<file path="src/rtl/psum_shift_collector_if.sv">
// Stream handshake bundle for the partial-sum collector: serial capture input
// and serial drain output, each with a valid/ready pair.
interface psum_shift_collector_if #(
  parameter int DATA_W = 16
);

  logic              in_valid;
  logic [DATA_W-1:0] in_data;
  logic              in_ready;
  logic              out_valid;
  logic              out_ready;
  logic [DATA_W-1:0] out_data;
  logic              out_last;

  modport master (
    output in_valid,
    output in_data,
    output out_ready,
    input  in_ready,
    input  out_valid,
    input  out_data,
    input  out_last
  );

  modport slave (
    input  in_valid,
    input  in_data,
    input  out_ready,
    output in_ready,
    output out_valid,
    output out_data,
    output out_last
  );

endinterface

</file>
<file path="src/rtl/psum_shift_collector.sv">
// Collects p serial partial sums into a shift chain, exposes the chain in
// parallel, then drains the captured words serially in capture order.
module psum_shift_collector #(
  parameter int DATA_W = 16,
  parameter int DEPTH  = 24,
  parameter int CNT_W  = $clog2(DEPTH + 1)
) (
  input  logic                    clk,
  input  logic                    rst_n,
  input  logic                    start,
  input  logic [CNT_W-1:0]        p,
  input  logic                    abort,
  psum_shift_collector_if.slave   bus,
  output logic [DEPTH*DATA_W-1:0] q_flat,
  output logic                    busy,
  output logic                    done,
  output logic                    err
);

  typedef enum logic [1:0] {
    S_IDLE    = 2'd0,
    S_CAPTURE = 2'd1,
    S_DRAIN   = 2'd2
  } state_t;

  state_t            state_q;
  logic [CNT_W-1:0]  p_reg_q;
  logic [CNT_W-1:0]  cap_cnt_q;
  logic [CNT_W-1:0]  drn_cnt_q;
  logic [DATA_W-1:0] chain_q [DEPTH];

  logic              in_ready_q;
  logic              out_valid_q;
  logic              out_last_q;
  logic [DATA_W-1:0] out_data_q;
  logic              busy_q;
  logic              done_q;
  logic              err_q;

  logic [CNT_W-1:0]  cap_idx_s;
  logic [CNT_W-1:0]  drn_idx_s;
  logic [DATA_W-1:0] cap_sel_s;
  logic [DATA_W-1:0] out_data_cap_d;
  logic [DATA_W-1:0] out_data_drn_d;
  logic              p_legal_s;
  logic              in_beat_s;
  logic              out_beat_s;
  logic              cap_final_s;

  // Handshake qualifiers and the chain taps feeding the registered out_data.
  // Word 0 lands at stage p_reg-1 after the closing shift, which is old stage
  // p_reg-2 (or in_data itself when p_reg is 1); later words step down by one.
  always_comb begin
    p_legal_s   = (p >= CNT_W'(1)) && (p <= CNT_W'(DEPTH));
    in_beat_s   = bus.in_valid && in_ready_q;
    out_beat_s  = out_valid_q && bus.out_ready;
    cap_final_s = (cap_cnt_q + CNT_W'(1)) == p_reg_q;
    cap_idx_s   = p_reg_q - CNT_W'(2);
    drn_idx_s   = p_reg_q - drn_cnt_q - CNT_W'(2);
    cap_sel_s      = {DATA_W{1'b0}};
    out_data_drn_d = {DATA_W{1'b0}};
    for (int i = 0; i < DEPTH; i++) begin
      cap_sel_s      = (cap_idx_s == CNT_W'(i)) ? chain_q[i] : cap_sel_s;
      out_data_drn_d = (drn_idx_s == CNT_W'(i)) ? chain_q[i] : out_data_drn_d;
    end
    out_data_cap_d = (p_reg_q == CNT_W'(1)) ? bus.in_data : cap_sel_s;
  end

  // Collector FSM: state, counters, chain and every registered output.
  always_ff @(posedge clk or negedge rst_n) begin
    if (!rst_n) begin
      state_q     <= S_IDLE;
      p_reg_q     <= {CNT_W{1'b0}};
      cap_cnt_q   <= {CNT_W{1'b0}};
      drn_cnt_q   <= {CNT_W{1'b0}};
      in_ready_q  <= 1'b0;
      out_valid_q <= 1'b0;
      out_last_q  <= 1'b0;
      out_data_q  <= {DATA_W{1'b0}};
      busy_q      <= 1'b0;
      done_q      <= 1'b0;
      err_q       <= 1'b0;
      for (int i = 0; i < DEPTH; i++) begin
        chain_q[i] <= {DATA_W{1'b0}};
      end
    end else begin
      done_q <= 1'b0;
      err_q  <= 1'b0;
      if (abort) begin
        // Chain contents are deliberately kept so a partial capture stays visible.
        state_q     <= S_IDLE;
        cap_cnt_q   <= {CNT_W{1'b0}};
        drn_cnt_q   <= {CNT_W{1'b0}};
        in_ready_q  <= 1'b0;
        out_valid_q <= 1'b0;
        out_last_q  <= 1'b0;
        busy_q      <= 1'b0;
      end else begin
        case (state_q)
          S_IDLE: begin
            if (start) begin
              if (p_legal_s) begin
                p_reg_q    <= p;
                cap_cnt_q  <= {CNT_W{1'b0}};
                drn_cnt_q  <= {CNT_W{1'b0}};
                state_q    <= S_CAPTURE;
                in_ready_q <= 1'b1;
                busy_q     <= 1'b1;
              end else begin
                err_q <= 1'b1;
              end
            end
          end
          S_CAPTURE: begin
            if (in_beat_s) begin
              chain_q[0] <= bus.in_data;
              for (int i = 1; i < DEPTH; i++) begin
                chain_q[i] <= chain_q[i-1];
              end
              cap_cnt_q <= cap_cnt_q + CNT_W'(1);
              if (cap_final_s) begin
                state_q     <= S_DRAIN;
                in_ready_q  <= 1'b0;
                out_valid_q <= 1'b1;
                out_data_q  <= out_data_cap_d;
                out_last_q  <= (p_reg_q == CNT_W'(1));
              end
            end
          end
          S_DRAIN: begin
            if (out_beat_s) begin
              drn_cnt_q <= drn_cnt_q + CNT_W'(1);
              if (out_last_q) begin
                state_q     <= S_IDLE;
                out_valid_q <= 1'b0;
                out_last_q  <= 1'b0;
                busy_q      <= 1'b0;
                done_q      <= 1'b1;
              end else begin
                out_data_q <= out_data_drn_d;
                out_last_q <= ((drn_cnt_q + CNT_W'(2)) == p_reg_q);
              end
            end
          end
          default: begin
            state_q     <= S_IDLE;
            in_ready_q  <= 1'b0;
            out_valid_q <= 1'b0;
            out_last_q  <= 1'b0;
            busy_q      <= 1'b0;
          end
        endcase
      end
    end
  end

  assign bus.in_ready  = in_ready_q;
  assign bus.out_valid = out_valid_q;
  assign bus.out_data  = out_data_q;
  assign bus.out_last  = out_last_q;
  assign busy          = busy_q;
  assign done          = done_q;
  assign err           = err_q;

  for (genvar g = 0; g < DEPTH; g++) begin : g_flat
    assign q_flat[g*DATA_W +: DATA_W] = chain_q[g];
  end

endmodule

</file>
<file path="src/flat_wrapper.sv">
// flat-port wrapper written by rule: the top's interface ports become plain ports
module psum_shift_collector_flat 
#(
  parameter int DATA_W = 16,
  parameter int DEPTH  = 24,
  parameter int CNT_W  = $clog2(DEPTH + 1)
)
  (clk, rst_n, start, p, abort, q_flat, busy, done, err, bus_in_valid, bus_in_data, bus_out_ready, bus_in_ready, bus_out_valid, bus_out_data, bus_out_last);
  psum_shift_collector_if #(.DATA_W(DATA_W)) bus_i ();
  input  logic clk;
  input  logic rst_n;
  input  logic start;
  input  logic [CNT_W-1:0] p;
  input  logic abort;
  output logic [DEPTH*DATA_W-1:0] q_flat;
  output logic busy;
  output logic done;
  output logic err;
  input wire logic [$bits(bus_i.in_valid)-1:0] bus_in_valid;
  input wire logic [$bits(bus_i.in_data)-1:0] bus_in_data;
  input wire logic [$bits(bus_i.out_ready)-1:0] bus_out_ready;
  output wire logic [$bits(bus_i.in_ready)-1:0] bus_in_ready;
  output wire logic [$bits(bus_i.out_valid)-1:0] bus_out_valid;
  output wire logic [$bits(bus_i.out_data)-1:0] bus_out_data;
  output wire logic [$bits(bus_i.out_last)-1:0] bus_out_last;
  assign bus_i.in_valid = bus_in_valid;
  assign bus_i.in_data = bus_in_data;
  assign bus_i.out_ready = bus_out_ready;
  assign bus_in_ready = bus_i.in_ready;
  assign bus_out_valid = bus_i.out_valid;
  assign bus_out_data = bus_i.out_data;
  assign bus_out_last = bus_i.out_last;
  psum_shift_collector #(.DATA_W(DATA_W), .DEPTH(DEPTH), .CNT_W(CNT_W)) u_core (.clk(clk), .rst_n(rst_n), .start(start), .p(p), .abort(abort), .bus(bus_i), .q_flat(q_flat), .busy(busy), .done(done), .err(err));
endmodule
</file>
<file path="config.mk">
export PLATFORM = sky130hd
export DESIGN_NAME = psum_shift_collector_flat
export DESIGN_NICKNAME = d
export VERILOG_FILES = /design/src/rtl/psum_shift_collector_if.sv /design/src/rtl/psum_shift_collector.sv /design/src/flat_wrapper.sv
export SDC_FILE = /design/constraint.sdc
export NUM_CORES = 1
export LEC_CHECK = 0
export CAP_MARGIN = 20
export CORE_ASPECT_RATIO = 0.9
export CORE_MARGIN = 1
export CORE_UTILIZATION = 32
export CTS_BUF_LIST = sky130_fd_sc_hd__clkbuf_16
export CTS_CLUSTER_DIAMETER = 120
export CTS_CLUSTER_SIZE = 40
export DETAILED_ROUTE_END_ITERATION = 16
export PLACE_DENSITY = 0.62
export SYNTH_ARGS = -nofsm -noshare
export SYNTH_HDL_FRONTEND = slang
export SYNTH_SLANG_ARGS = --single-unit
</file>
<file path="constraint.sdc">
create_clock -name clk -period 10.6 [get_ports clk]
set_clock_uncertainty 0.2 [all_clocks]
set_input_delay 2.65 -clock clk [delete_from_list [all_inputs] [get_ports clk]]
set_output_delay 2.65 -clock clk [all_outputs]
set_load 0.005 [all_outputs]
</file>
# --- Word level (Yosys, flattened, before mapping) ---
# Index checks and enable logic that the tools add are counted.
word_totals:
  ram_bits: 0
  rom_bits: 0
  elab_cells: 225
  regBits: 423
  output_inout_bits: 406
  latch_bits: 0
  inputBits: 27
  n_memories: 0
op_classes:
  n_div: 0
  mul: 0
  n_addsub: 6
  n_eq_ne: 64
  mux: 98
  bitwise_logic: 1
  shifts: 0
  n_reduce_logical: 19
  magnitude_cmp: 2
op_table:
  columns: ["op", "n"]
  rows:
  - ["16-bit 2-to-1 mux", 53]
  - ["5-bit by 4-bit == test with 1-bit output, second input constant", 16]
  - ["5-bit == test, second input constant", 16]
  - ["5-bit by 3-bit == test with 1-bit output, second input constant", 8]
  - ["16-bit case mux with 2 select lines", 1]
  - ["5-bit 2-to-1 mux", 6]
  - ["1-bit 2-to-1 mux", 24]
  - ["5-bit by 2-bit == test with 1-bit output, second input constant", 4]
  - ["5-bit case mux with 2 select lines", 2]
  - ["4-bit AND reduction", 4]
  - ["5-bit by 1-bit == test with 1-bit output, second input constant", 3]
  - ["3-bit by 2-bit != test with 1-bit output, second input constant", 5]
  - ["5-bit AND reduction", 3]
  - ["2-bit 2-to-1 mux", 7]
  - ["1-bit case mux with 3 select lines", 4]
  - ["6-bit AND reduction", 2]
  - ["5-bit by 1-bit adder with 5-bit output, second input constant", 2]
  - ["5-bit == test", 2]
  - ["5-bit zero test", 2]
  - ["5-bit by 2-bit subtractor with 5-bit output, second input constant", 2]
  - ["2-bit != test, second input constant", 4]
  - ["2-bit by 1-bit != test with 1-bit output, second input constant", 3]
  - ["2-bit case mux with 3 select lines", 1]
  - ["3-bit nonzero test", 2]
  - ["other kinds (12)", 14]

# --- Logic depth before layout (Yosys ltp) ---
logic_depth:
  depth_word: 30
  depth_mapped: 20
  ltp_nobuf: 13

# --- Least setup slack after synthesis ---
# No wires, ideal clock.
synth_timing:
  kind: "input to register"
  start: "input abort"
  end: "register u_core.chain_q, in the netlist u_core.q_flat[135]"
  required_time_ps: 10275
  setup_slack_ps: 5953
  cell_stages: 7
  setup_time_ps: 125
  path_buffers: 4
  arrival_ps: 4322
  cell_sequence: "clkbuf_1 > nand2b_1 > or2_2 > clkbuf_1 > buf_1 > buf_1 > mux2_2"
synth_between:
  elab_chain_cells: 2
synth_lines:
  columns: ["item", "line", "source"]
  rows:
  - ["from (decl)", "flat_wrapper.sv:14", "input logic abort;"]
  - ["1-bit NOT (no source line)", null, null]
  - ["3-bit AND reduction (no source line)", null, null]
  - ["to (signal, indexed assignment)", "psum_shift_collector.sv:84", "chain_q[i] <= {DATA_W{1'b0}};"]
  - ["to (signal, indexed assignment)", "psum_shift_collector.sv:118", "chain_q[i] <= chain_q[i-1];"]
  - ["to (decl)", "psum_shift_collector.sv:30", "logic [DATA_W-1:0] chain_q [DEPTH];"]
# No other way between the ends.
# A chain may end at the register's enable or synchronous reset.

# --- Worst setup path after layout ---
layout_timing:
  start: "register u_core.p_reg_q[1]"
  end: "register u_core.out_data_q[10] (netlist: u_core.bus.out_data[10])"
layout_between:
  elab_chain_cells: 30
  word_cells_on_any_way: 109
  cone_classes: "add/sub: 3; eq/ne: 49; mux: 54; reduce/logical: 3"
layout_lines:
  columns: ["item", "line", "source"]
  rows:
  - ["from (decl)", "psum_shift_collector.sv:27", "logic [CNT_W-1:0] p_reg_q;"]
  - ["from (signal assigned)", "psum_shift_collector.sv:73", "p_reg_q <= {CNT_W{1'b0}};"]
  - ["from (signal assigned)", "psum_shift_collector.sv:103", "p_reg_q <= p;"]
  - ["5-bit subtractor or 5-bit by 2-bit subtractor with 5-bit output (tied branches)", "psum_shift_collector.sv:59, psum_shift_collector.sv:58", null]
  - ["5-bit by 2-bit subtractor with 5-bit output or 5-bit zero test (tied branches)", "psum_shift_collector.sv:59, psum_shift_collector.sv:63", null]
  - ["5-bit zero test or 16-bit 2-to-1 mux (tied branches)", "psum_shift_collector.sv:64, psum_shift_collector.sv:63", null]
  - ["16-bit 2-to-1 mux (on tied branches) (23 in a row)", "psum_shift_collector.sv:64, psum_shift_collector.sv:63", null]
  - ["16-bit 2-to-1 mux (on tied branches)", "psum_shift_collector.sv:64, psum_shift_collector.sv:66", null]
  - ["16-bit 2-to-1 mux (on tied branches)", "psum_shift_collector.sv:133, psum_shift_collector.sv:121", null]
  - ["16-bit 2-to-1 mux (on tied branches)", "psum_shift_collector.sv:131, psum_shift_collector.sv:115", null]
  - ["16-bit case mux with 2 select lines", "psum_shift_collector.sv:99", "case (state_q)"]
  - ["to (signal assigned)", "psum_shift_collector.sv:79", "out_data_q <= {DATA_W{1'b0}};"]
  - ["to (signal assigned)", "psum_shift_collector.sv:125", "out_data_q <= out_data_cap_d;"]
  - ["to (signal assigned)", "psum_shift_collector.sv:140", "out_data_q <= out_data_drn_d;"]
  - ["to (decl)", "psum_shift_collector.sv:35", "logic [DATA_W-1:0] out_data_q;"]
# Several ways; a longest one is shown, not always the timed one. The select of a mux whose other input is x is not followed.

==> impl_metrics.tcl <==
set metrics [dict create \
    die-area_um2 76800 \
    synth_seq_area_share 0.437 \
    area_growth_pct 24.7 \
    antenna_found_initial 6 \
    rows 95 \
    r2r_end "u_core.bus.out_data[10]" \
    cts_sinks 423 \
    finalHoldViolCount 0 \
    synth_xor_area_frac 0.00749 \
    synth.yosys.warnings 0 \
    root_buffer "clkbuf_16" \
    synth_compound_area_frac 0.182 \
    grt_usage 0.350 \
    synth_area_per_cell_um2 10.5 \
    setup_viol 0 \
    synthMuxAreaShare 0.228 \
    cts_buffer_depth 3 \
    use_met1 0.510 \
    ys_async_sr_fraction 1.00 \
    timing.rr.start "u_core.p_reg_q[1]" \
    rsz0062_at_grt "false" \
    cp_cell_sequence "inv_1 > ha_1 > inv_1 > ha_4 > nand2_1 > nor3_1 > a22oi_1 > a31oi_1 > nor2_1 > o311a_1 > o41ai_1 > a211o_1" \
    synth_cells 2303 \
    syn-cell-area_um2 24200 \
    fin_crit_ps 6470 \
    hp-class "flip-flop to flip-flop" \
    crit_arrival_ps 6810 \
    met3_usage 0.0822 \
    nets 2689 \
    core_area_um2 74800 \
    synth_nets 2346 \
    power_leakage_uw 0.0130 \
    dr_total_vias 23600 \
    use_met2 0.507 \
    cts_buffers 16 \
    grt_pass1_wl_mm 190 \
    cp_max_fo 52 \
    diodes 0 \
    slew_headroom 0.175 \
    p_per_area_nw_per_um2 237 \
    n_fill_cell 7243 \
    cts.repair.resized 0 \
    status "completed" \
    crit_required_ps 10940 \
    cts_tree "yes" \
    overflow 0 \
    postCtsSetupRepairBufs 0 \
    routedWlPerCell_um 38.3 \
    grt_pass1_vias 22200 \
    num_io_pins 433 \
    die_h_um 263 \
    clk_pin_slew_ps 150 \
    die_x_um 292 \
    drtAntennaViolNets 0 \
    pre_cts_ws_ps 4520 \
    vias_per_cell 6.52 \
    final_layout_size_suffix_gt1_frac 0.205 \
    placed_area_um2 29600 \
    ys.flop_type "dfrtp_1" \
    synth_adder_area_share 0.00858 \
    finalWorstSetupSlack_ps 4130 \
    synth_top_family_by_area "multiplexers" \
    globalplace.congestion 1.05 \
    crit_type "flip-flop to flip-flop" \
    dp_hpwl_mm 104 \
    rr_worst_depth 12 \
    reg2reg_slack_ps 4130 \
    ys_ff_latch 423 \
    crit_path_frequent_cell "inv_1" \
    worst_slew_pin_slew_ps 1230 \
    fmax_mhz 155 \
    fin_crit_sh 0.610 \
    cts_hold_buf 0 \
    drt_iter0_markers 3515 \
    synth-edff-count 0 \
    critical_path_buf_inv_count 2 \
    synth_cell_type_count 86 \
    ir_worst_vdd_mv 0.145 \
    start_util 0.324 \
    critPathMaxStageDelay_ps 1020 \
    critical_path.endpoint "u_core.bus.out_data[10]" \
    critical_path.startpoint "u_core.p_reg_q[1]" \
    grt_max_degree 173 \
    final_area_um2 30200 \
    drv_slew 0 \
    final.setup.tns_ps 0 \
    h-tree-depth 1 \
    firstDrtPassIters 7 \
    slowest_stage "nor3_1" \
    startpoint_type "flip-flop" \
    end_kind "flip-flop" \
    portBuffers 432 \
    routed_wl_mm 139 \
    drc 0 \
    clk_latency_ps 610 \
    synth-simple-area-share 0.102 \
    busiest_layer "met1" \
    crit_cells 12 \
    max_cap_viol_count 0 \
    critical-path-top-delay-family "simple AND/OR/NAND/NOR gates" \
]
## area by class of cell
type	count	area [um2]	area share
clock inverter	8	110	0.00365
multi-input combinational	1677	12900	0.426
sequential	423	10600	0.351
timing repair buffer	492	4840	0.160
tap	970	1210	0.0402
clock buffer	17	425	0.0141
inverter	36	135	0.00448
## where the power goes
part,switching [uW],internal [uW]
Clock,567,313
Combinational,3060,1260
Sequential,242,1720
Total,3870,3290
## worst min-delay path by stage
stage	start	end	slack, ps	cells after the start
final	u_core.state_q[0]	u_core.state_q[0]	340	2
after global routing	u_core.q_flat[275]	u_core.q_flat[275]	390	1
after CTS	u_core.state_q[0]	u_core.state_q[0]	360	2
after detailed placement	u_core.state_q[0]	u_core.state_q[0]	320	2
after global placement	u_core.state_q[0]	u_core.state_q[0]	290	2
after floorplan	u_core.state_q[0]	u_core.state_q[0]	270	2
## registers in the layout (all words and copies together), names as in the netlist, 2 cells and up
| register | cells |
|---|---|
| u_core.cap_cnt_q | 5 |
| u_core.drn_cnt_q | 5 |
| u_core.state_q | 2 |
| u_core.p_reg_q | 5 |
| u_core.bus.out_data | 16 |
| u_core.q_flat | 384 |
## metrics by stage
stage	total power [uW]	hold WS (ps)	util	instances
final	7160	344	0.404	3623
after global routing	7260	385	0.404	3623
after CTS	6920	355	0.403	3622
after detailed placement	6040	319	0.396	3597
after global placement	6050	291	0.396	3595
after floorplan	4020	272	-	2303
## worst min-delay path: cells and delay by family (launching register included)
| family | cells | cell delay, ps |
|---|---|---|
| DFF | 1 | 400 |
| and+or+nand+nor | 2 | 120 |
## cell usage in the layout, fill, tap and decap left out, types with 18 or more instances in the layout
| cell type | instances |
|---|---|
| inv_1 | 37 |
| a22oi_1 | 35 |
| a21oi_1 | 107 |
| nand2b_1 | 20 |
| o22ai_1 | 68 |
| mux2i_1 | 61 |
| a31oi_1 | 27 |
| a211oi_1 | 20 |
| dfrtp_1 | 421 |
| o221ai_1 | 24 |
| o211ai_1 | 26 |
| buf_4 | 54 |
| nand3_1 | 40 |
| a221oi_1 | 22 |
| nor3_1 | 50 |
| o21ai_0 | 133 |
| mux2_2 | 408 |
| nor4_1 | 18 |
| nand2_1 | 143 |
| nor2_1 | 151 |
| clkdlybuf4s50_1 | 431 |
## synth_stat cells (all sizes together), types with 17 or more instances
cell	count	area, um2
nand2b	20	125
mux2i	61	611
dfrtp	423	10600
a21oi	108	544
nor2b	17	106
inv	35	131
nand3	40	200
o211ai	27	216
a31oi	27	169
mux2	408	4590
o221ai	24	210
clkbuf	104	390
buf	63	318
nand2	143	537
a221oi	22	193
nor2	157	602
nor3	55	285
o22ai	68	425
nor4	20	125
a211oi	21	163
o21ai	136	681
a22oi	35	263
## routing by layer
layer / wire length, um / vias up
met2: 58500 / 1682
met1: 60100 / 12300
li1: - / 9422
met3: 14400 / 258
met5: 23 / -
met4: 5610 / 4
## cell families after synthesis
| group | Yosys count |
|---|---|
| compound gates | 640 |
| simple gates | 520 |
| mux | 483 |
| flops | 423 |
| buf+inv | 203 |
| xor+xnor | 18 |
| fa+ha+maj | 16 |
No activity file was read; power rests on OpenSTA's default activity.
